**config.mk**
```make
export PLATFORM = sky130hd
export DESIGN_NAME = ripemd160_chain_finalize
export DESIGN_NICKNAME = d
export VERILOG_FILES = /design/src/rtl/ripemd160_chain_finalize.sv
export SDC_FILE = /design/constraint.sdc
export NUM_CORES = 2
export LEC_CHECK = 0
export BUFFER_PORTS_ARGS = -buffer_cell sky130_fd_sc_hd__buf_2
export CORE_MARGIN = 2
export CORE_UTILIZATION = 32
export CTS_CLUSTER_SIZE = 30
export DETAILED_ROUTE_END_ITERATION = 8
export PLACE_DENSITY = 0.58
export SYNTH_ARGS = -nofsm -noshare
export SYNTH_HDL_FRONTEND = slang
export SYNTH_SLANG_ARGS = --single-unit
export TNS_END_PERCENT = 30
```
**constraint.sdc**
```tcl
create_clock -name clk -period 9.1 [get_ports clk]
set_clock_uncertainty 0.1 [all_clocks]
set_input_delay 1.365 -clock clk [delete_from_list [all_inputs] [get_ports clk]]
set_output_delay 1.365 -clock clk [all_outputs]
set_load 0.05 [all_outputs]
```
**src/rtl/ripemd160_chain_finalize.sv**
```systemverilog
// RIPEMD-160 multi-channel finaliser: folds left/right compression-line results into
// per-channel chaining values and emits the 160-bit digest on each message's last block.
module ripemd160_chain_finalize #(
  parameter int NUM_CH    = 4,
  parameter int CH_W      = 2,
  parameter bit DIGEST_LE = 1'b0
) (
  input  logic              clk,
  input  logic              rst_n,
  input  logic              i_valid,
  output logic              i_ready,
  input  logic [CH_W-1:0]   i_ch,
  input  logic              i_first,
  input  logic              i_last,
  input  logic [159:0]      i_left,
  input  logic [159:0]      i_right,
  input  logic [CH_W-1:0]   cv_sel,
  output logic [159:0]      cv_data,
  output logic              o_valid,
  input  logic              o_ready,
  output logic [CH_W-1:0]   o_ch,
  output logic [159:0]      o_digest,
  output logic [NUM_CH-1:0] o_busy,
  output logic              o_err
);

  localparam logic [159:0] IV = 160'h67452301_efcdab89_98badcfe_10325476_c3d2e1f0;

  logic [159:0] cv_q [NUM_CH];

  logic         accept;
  logic         ch_ok;
  logic         ch_busy;
  logic [159:0] ch_cv;
  logic         sel_busy;
  logic [159:0] sel_cv;
  logic [159:0] base;
  logic [31:0]  bw [5];
  logic [31:0]  lw [5];
  logic [31:0]  rw [5];
  logic [159:0] fold;
  logic [159:0] fold_out;

  function automatic logic [31:0] bswap(input logic [31:0] w);
    return {w[7:0], w[15:8], w[23:16], w[31:24]};
  endfunction

  assign i_ready = ~o_valid | o_ready;
  assign accept  = i_valid & i_ready;

  // Channel lookups are done by compare loops so out-of-range indices simply miss.
  always_comb begin
    ch_cv    = IV;
    ch_busy  = 1'b0;
    ch_ok    = 1'b0;
    sel_cv   = IV;
    sel_busy = 1'b0;
    for (int k = 0; k < NUM_CH; k++) begin
      if (int'(i_ch) == k) begin
        ch_cv   = cv_q[k];
        ch_busy = o_busy[k];
        ch_ok   = 1'b1;
      end
      if (int'(cv_sel) == k) begin
        sel_cv   = cv_q[k];
        sel_busy = o_busy[k];
      end
    end
  end

  assign cv_data = sel_busy ? sel_cv : IV;

  // An idle channel always starts from IV, even if the first flag was missing.
  assign base = (i_first | ~ch_busy) ? IV : ch_cv;

  always_comb begin
    for (int i = 0; i < 5; i++) begin
      bw[i] = base[159-32*i -: 32];
      lw[i] = i_left[159-32*i -: 32];
      rw[i] = i_right[159-32*i -: 32];
    end
  end

  assign fold = {bw[1] + lw[2] + rw[3],
                 bw[2] + lw[3] + rw[4],
                 bw[3] + lw[4] + rw[0],
                 bw[4] + lw[0] + rw[1],
                 bw[0] + lw[1] + rw[2]};

  always_comb begin
    fold_out = fold;
    if (DIGEST_LE) begin
      for (int i = 0; i < 5; i++) begin
        fold_out[32*i +: 32] = bswap(fold[32*i +: 32]);
      end
    end
  end

  always_ff @(posedge clk or negedge rst_n) begin
    if (!rst_n) begin
      o_valid  <= 1'b0;
      o_ch     <= '0;
      o_digest <= '0;
      o_busy   <= '0;
      o_err    <= 1'b0;
      for (int k = 0; k < NUM_CH; k++) begin
        cv_q[k] <= IV;
      end
    end else begin
      if (o_valid && o_ready) begin
        o_valid <= 1'b0;
      end
      if (accept) begin
        if (!ch_ok) begin
          o_err <= 1'b1;
        end else begin
          if (i_first == ch_busy) begin
            o_err <= 1'b1;
          end
          for (int k = 0; k < NUM_CH; k++) begin
            if (int'(i_ch) == k) begin
              cv_q[k]   <= i_last ? IV : fold;
              o_busy[k] <= ~i_last;
            end
          end
          if (i_last) begin
            o_valid  <= 1'b1;
            o_ch     <= i_ch;
            o_digest <= fold_out;
          end
        end
      end
    end
  end

endmodule

```
Yosys cells after proc, flatten, opt, wreduce, memory -nomap -nowiden:

Index checks and enable logic that the tools add are counted.
Widths: inputs -> output; s select.

* word-level logic and storage cells: 74
* input bits: 330
* register bits after elaboration: 808
* output and inout port bits: 329

* equality and inequality tests: 8
* mux-type cells: 29
* $add $sub $neg: 10
* reduce and logical (&&, ||, !) cells: 9
* bitwise operators: 6

Operators with widths (number)
* $mux 160: 11
* $add 32x32->32: 10
* $mux 1: 18
* $reduce_and 3->1: 5
* $eq 2x2->1 const B: 4
* $eq 2x1->1 const B: 2
* $logic_not 2->1: 2
* $not 1->1: 3
* $ne 2x1->1 const B: 1
* $or 1x1->1: 2
* $reduce_and 2->1: 1
* $and 1x1->1: 1
* $eq 1x1->1: 1
* $logic_and 1x1->1: 1

Logic depth before layout (Yosys ltp):

* word-level depth: 11
* mapped depth: 24

Worst setup path after synthesis:

Ideal clock, no wire load.

* kind: input to register
* start: input port i_ch[0]
* end: register cv_q[243] in the netlist's numbering
* stages on the path: 22
* slack: 2191 ps
* buffers on the path: 6
* required time: 8904 ps
* arrival: 6712 ps
* cells stage by stage: buf_2 clkbuf_1 buf_2 buf_2 mux4_2 ha_1 clkbuf_1 clkbuf_1 nor2b_1 fa_1 inv_1 ha_1 fa_1 a21o_1 a21oi_1 o21ai_1 a31o_1 a21oi_1 o21ai_1 a221oi_1 xor2_1 a31oi_1

* cells in the longest elaborated chain, start to end: 11
* elaborated cells between the ends (all ways): 23

RTL lines
* start: declaration: RTL line 12 `input logic [CH_W-1:0] i_ch,`
* $logic_not 2->1: RTL line 59 `if (int'(i_ch) == k) begin`
* $mux 1 (4 in series): RTL line 59
* $not 1->1: RTL line 74 `assign base = (i_first | ~ch_busy) ? IV : ch_cv;`
* $or 1x1->1: RTL line 74
* $mux 160: RTL line 74
* $add 32x32->32 (2 in series): RTL line 86 `bw[3] + lw[4] + rw[0],`
* $mux 160: RTL line 122 `cv_q[k] <= i_last ? IV : fold;`
* end signal: indexed assignment: RTL line 122
* end: declaration: RTL line 29 `logic [159:0] cv_q [NUM_CH];`

Parallel ways exist; a longest one is shown, timed or not.
A chain may end at the register's enable or synchronous reset.

Final worst setup path:

* start: input port i_ch[0]
* end: register cv_q[57] in the netlist's numbering

* cells in the longest elaborated chain, start to end: 11
* elaborated cells between the ends (all ways): 23

RTL lines
* $logic_not 2->1: RTL line 59
* $mux 1 (4 in series): RTL line 59
* $not 1->1: RTL line 74
* $or 1x1->1: RTL line 74
* $mux 160: RTL line 74
* $add 32x32->32 (2 in series): RTL line 87 `bw[4] + lw[0] + rw[1],`
* $mux 160: RTL line 122

Parallel ways exist; a longest one is shown, timed or not.

==> run summary <==
DRT iter0 DRCs -> 3,998
# Post-CTS Setup Buffers -> 0
setup tns final -> 0 ns
Total Routing Usage GR -> 24.8%
top cells by count, synth -> nand2_1, dfrtp_1, o21ai_0, mux4_2, dfstp_2
met2 Track Usage GR -> 40.5%
max incr delay on CP -> 0.65 ns
clock sink total -> 808
Initial Util -> 32.3%
share of the synthesized area in the top cell type -> 23.9%
Synth Net Count -> 5,573
Avg Vias per Cell -> 5.48
fmax -> 0.159 GHz
Clock Latency Late Sink -> 0.75 ns
mux share of post-synthesis cell area -> 15.4%
RSZ-0062 raised after global routing -> false
ys async rst share -> 100%
Post-CTS Resized -> 0
critical path fanouts, max -> 48
Root Buffer -> clkbuf_16
vias in the first global route -> 40,762
WS Path Type -> input port to flop
htree depth -> 3
crit-path leading delay family -> compound AO/OA/AOI/OAI gates
Final GP Congestion -> 0.935
# DRC -> 0
power per cell area -> 308 mW/mm2
Post-Synthesis Cells -> 4,931
ys flop type -> dfrtp_1
required time worst endpoint -> 9.57 ns
Reg2Reg Capture Point -> cv_q[57]$_DFFE_PN0P_
port bufs -> 658
Post-Synthesis Cell Area -> 0.0511 mm2
Final Hold Viols -> 0
initial antenna violation count -> 20
Register-to-Register Path Depth -> 16
worst path cell trace -> buf_8 > mux4_2 > ha_4 > buf_4 > nor2b_1 > fa_1 > inv_1 > ha_1 > o21a_1 > o31a_1 > o2111ai_1 > a31oi_1 > o21ai_1 > o21ai_1 > xnor2_1 > nand2b_1 > o21ai_0
XOR/XNOR share of the synthesized area -> 2.28%
Hold/Removal Path Class -> flop to flop
largest net degree at the start of global routing -> 172
Max clock buf depth -> 3
Peak VDD IR -> 0.172 mV
Adder-Cell Fraction of Synth Area -> 9.98%
CP endpoint kind -> flop
GRT overflow -> 0
Post-Synth Simple-Gate Area -> 15.3%
Slew Limit Fails -> 0
grt met1 use -> 33.2%
Synth area leader -> dfrtp_1
ANT nets after route -> 0
Avg WL per Cell -> 27.2 um
clk slew on worst S/H paths -> 0.06 ns
Synth cell types -> 85
Layout fillers -> 15,790
Slew @ Worst Pin -> 1.15 ns
Top-Level Pins -> 659
WP data arrival -> 6.77 ns
outcome -> complete, no violations
core area -> 0.159 mm2
global-route wire length before repair -> 295 mm
sequential share of the synthesized area -> 40.3%
number of synthesized flops with an enable pin -> 0
Max Cap Viol -> 0
cts hold-fix bufs -> 0
Synth Area in Compound Gates -> 13.3%
Crit path buffers/inverters -> 3
worst relative slew slack -> 23.5%
top-count cell post-synth -> nand2_1
routed wire length -> 206 mm
TritonRoute pass-1 iters -> 5
fin crit period -> 6.30 ns
Final Util -> 37.8%
top cells by area, synth -> dfrtp_1, dfstp_2, mux4_2, nand2_1, fa_1
share of cells above drive strength 1 -> 29.1%
R2R Setup Slk -> 3.66 ns
Leakage -> 26.6 nW
Critical Path Stages -> 17
Critical-path top delay cell -> ha_4
largest family of logic cells by synthesized area -> multiplexers
Worst Setup SP -> i_ch[0]
global route hottest layer -> met2
fin crit share -> 69.2%
die area -> 0.163 mm2
half-perimeter wire length after placement -> 150 mm
Avg Inst Size Synth -> 10.4 um2
RR Startpoint -> o_busy[0]$_DFFE_PN0P_
most used cell, CP -> o21ai_1
Worst Setup EP -> cv_q[57]$_DFFE_PN0P_
yosys warns -> 0
Die X -> 404 um
met3 GRT Util -> 4.09%
DP Area -> 0.0565 mm2
synthesis-stage register bit count -> 808
CP Launch Type -> input port
CTS tree -> built
Area Growth Syn to Fin -> 17.2%
post-route cell area -> 0.0599 mm2
Die Y -> 404 um
nets -> 6,054
row count -> 146
via count -> 41,502
total CTS buffers -> 98
Setup Viol. Count Final -> 0
==> metrics by stage <==
stage	setup WS (ns)	std cells	hold WS (ns)	total power, W
final	2.80	7575	0.368	0.0185
after global placement	2.15	7384	0.354	0.0142
after detailed placement	2.06	7384	0.348	0.0143
after CTS	2.84	7569	0.368	0.0186
after floorplan	2.19	4931	0.347	0.0113
after global routing	2.56	7570	0.388	0.0194
==> registers in the layout, indices dropped and copies added, names as in the netlist <==
signal / count
cv_q: 640
o_digest: 160
o_busy: 4
o_ch: 2
o_err: 1
o_valid: 1
==> worst reg2reg max path, stage by stage, from the launching register on <==
cell and delay, ns:
dfrtp_1 0.40, mux4_2 0.31, ha_4 0.65, buf_4 0.57, nor2b_1 0.26, fa_1 0.44
inv_1 0.07, ha_1 0.24, o21a_1 0.19, o31a_1 0.15, o2111ai_1 0.29, a31oi_1 0.15
o21ai_1 0.34, o21ai_1 0.16, xnor2_1 0.53, nand2b_1 0.29, o21ai_0 0.13
==> layout by cell type (no fill, tap or decap), drive strengths merged, types with 35 or more instances in the layout <==
master,instances
o31ai,84
nor3,36
a21o,93
nor2,198
xor2,46
inv,139
a21oi,172
mux4,322
fa,160
ha,152
clkbuf,143
xnor2,86
o21ai,482
dfrtp,488
buf,710
nand3,44
nand2b,165
mux2,49
nand2,1001
dfstp,320
and2,166
a31oi,43
a22o,54
nor2b,35
==> power breakdown <==
group          internal [W]  switching (W)  leakage, nW
Combinational       0.00273        0.00554         15.3
Clock               0.00245        0.00174         1.67
Sequential          0.00513       0.000885         9.62
Total                0.0103        0.00816         26.6
==> cell type report <==
type / instances / area, um2 / share of cell area (%)
Clock inverter: 44 / 619 / 1.03
Antenna cell: 6 / 15.0 / 0.0250
Timing Repair Buffer: 712 / 3920 / 6.53
Clock buffer: 141 / 2800 / 4.68
Tap cell: 2072 / 2590 / 4.32
Sequential cell: 808 / 20600 / 34.4
Inverter: 137 / 515 / 0.860
Multi-Input combinational cell: 3655 / 28900 / 48.1
==> worst min-delay path by stage <==
stage / startpoint / to / slack, ns / depth (start not counted)
floorplan: cv_q[632]$_DFFE_PN1P_ / cv_q[632]$_DFFE_PN1P_ / 0.35 / 2
global placement: o_digest[44]$_DFFE_PN0P_ / o_digest[44]$_DFFE_PN0P_ / 0.35 / 2
detailed placement: o_err$_DFFE_PN0P_ / o_err$_DFFE_PN0P_ / 0.35 / 1
CTS: o_err$_DFFE_PN0P_ / o_err$_DFFE_PN0P_ / 0.37 / 1
global route: cv_q[601]$_DFFE_PN1P_ / cv_q[601]$_DFFE_PN1P_ / 0.39 / 2
finish: o_err$_DFFE_PN0P_ / o_err$_DFFE_PN0P_ / 0.37 / 1
==> cells by family (layout without fill, tap and decap cells) <==
| group | count (synthesis) | in the layout |
|---|---|---|
| multiplexers | 377 | 377 |
| buffers and inverters | 468 | 1034 |
| AND/OR/NAND/NOR | 1734 | 1734 |
| XOR/XNOR | 132 | 132 |
| adder cells (fa/ha/maj) | 312 | 312 |
| AO/OA/AOI/OAI | 1100 | 1100 |
| flip-flops | 808 | 808 |
| other | 0 | 6 |
==> metal layers <==
metal | share of wire [%] | wire length, um
met1 | 42 | 85900
met2 | 48 | 97800
met3 | 7.0 | 14400
met4 | 3.7 | 7710
met5 | 0.011 | 23
(Power assumes the default switching activity.)
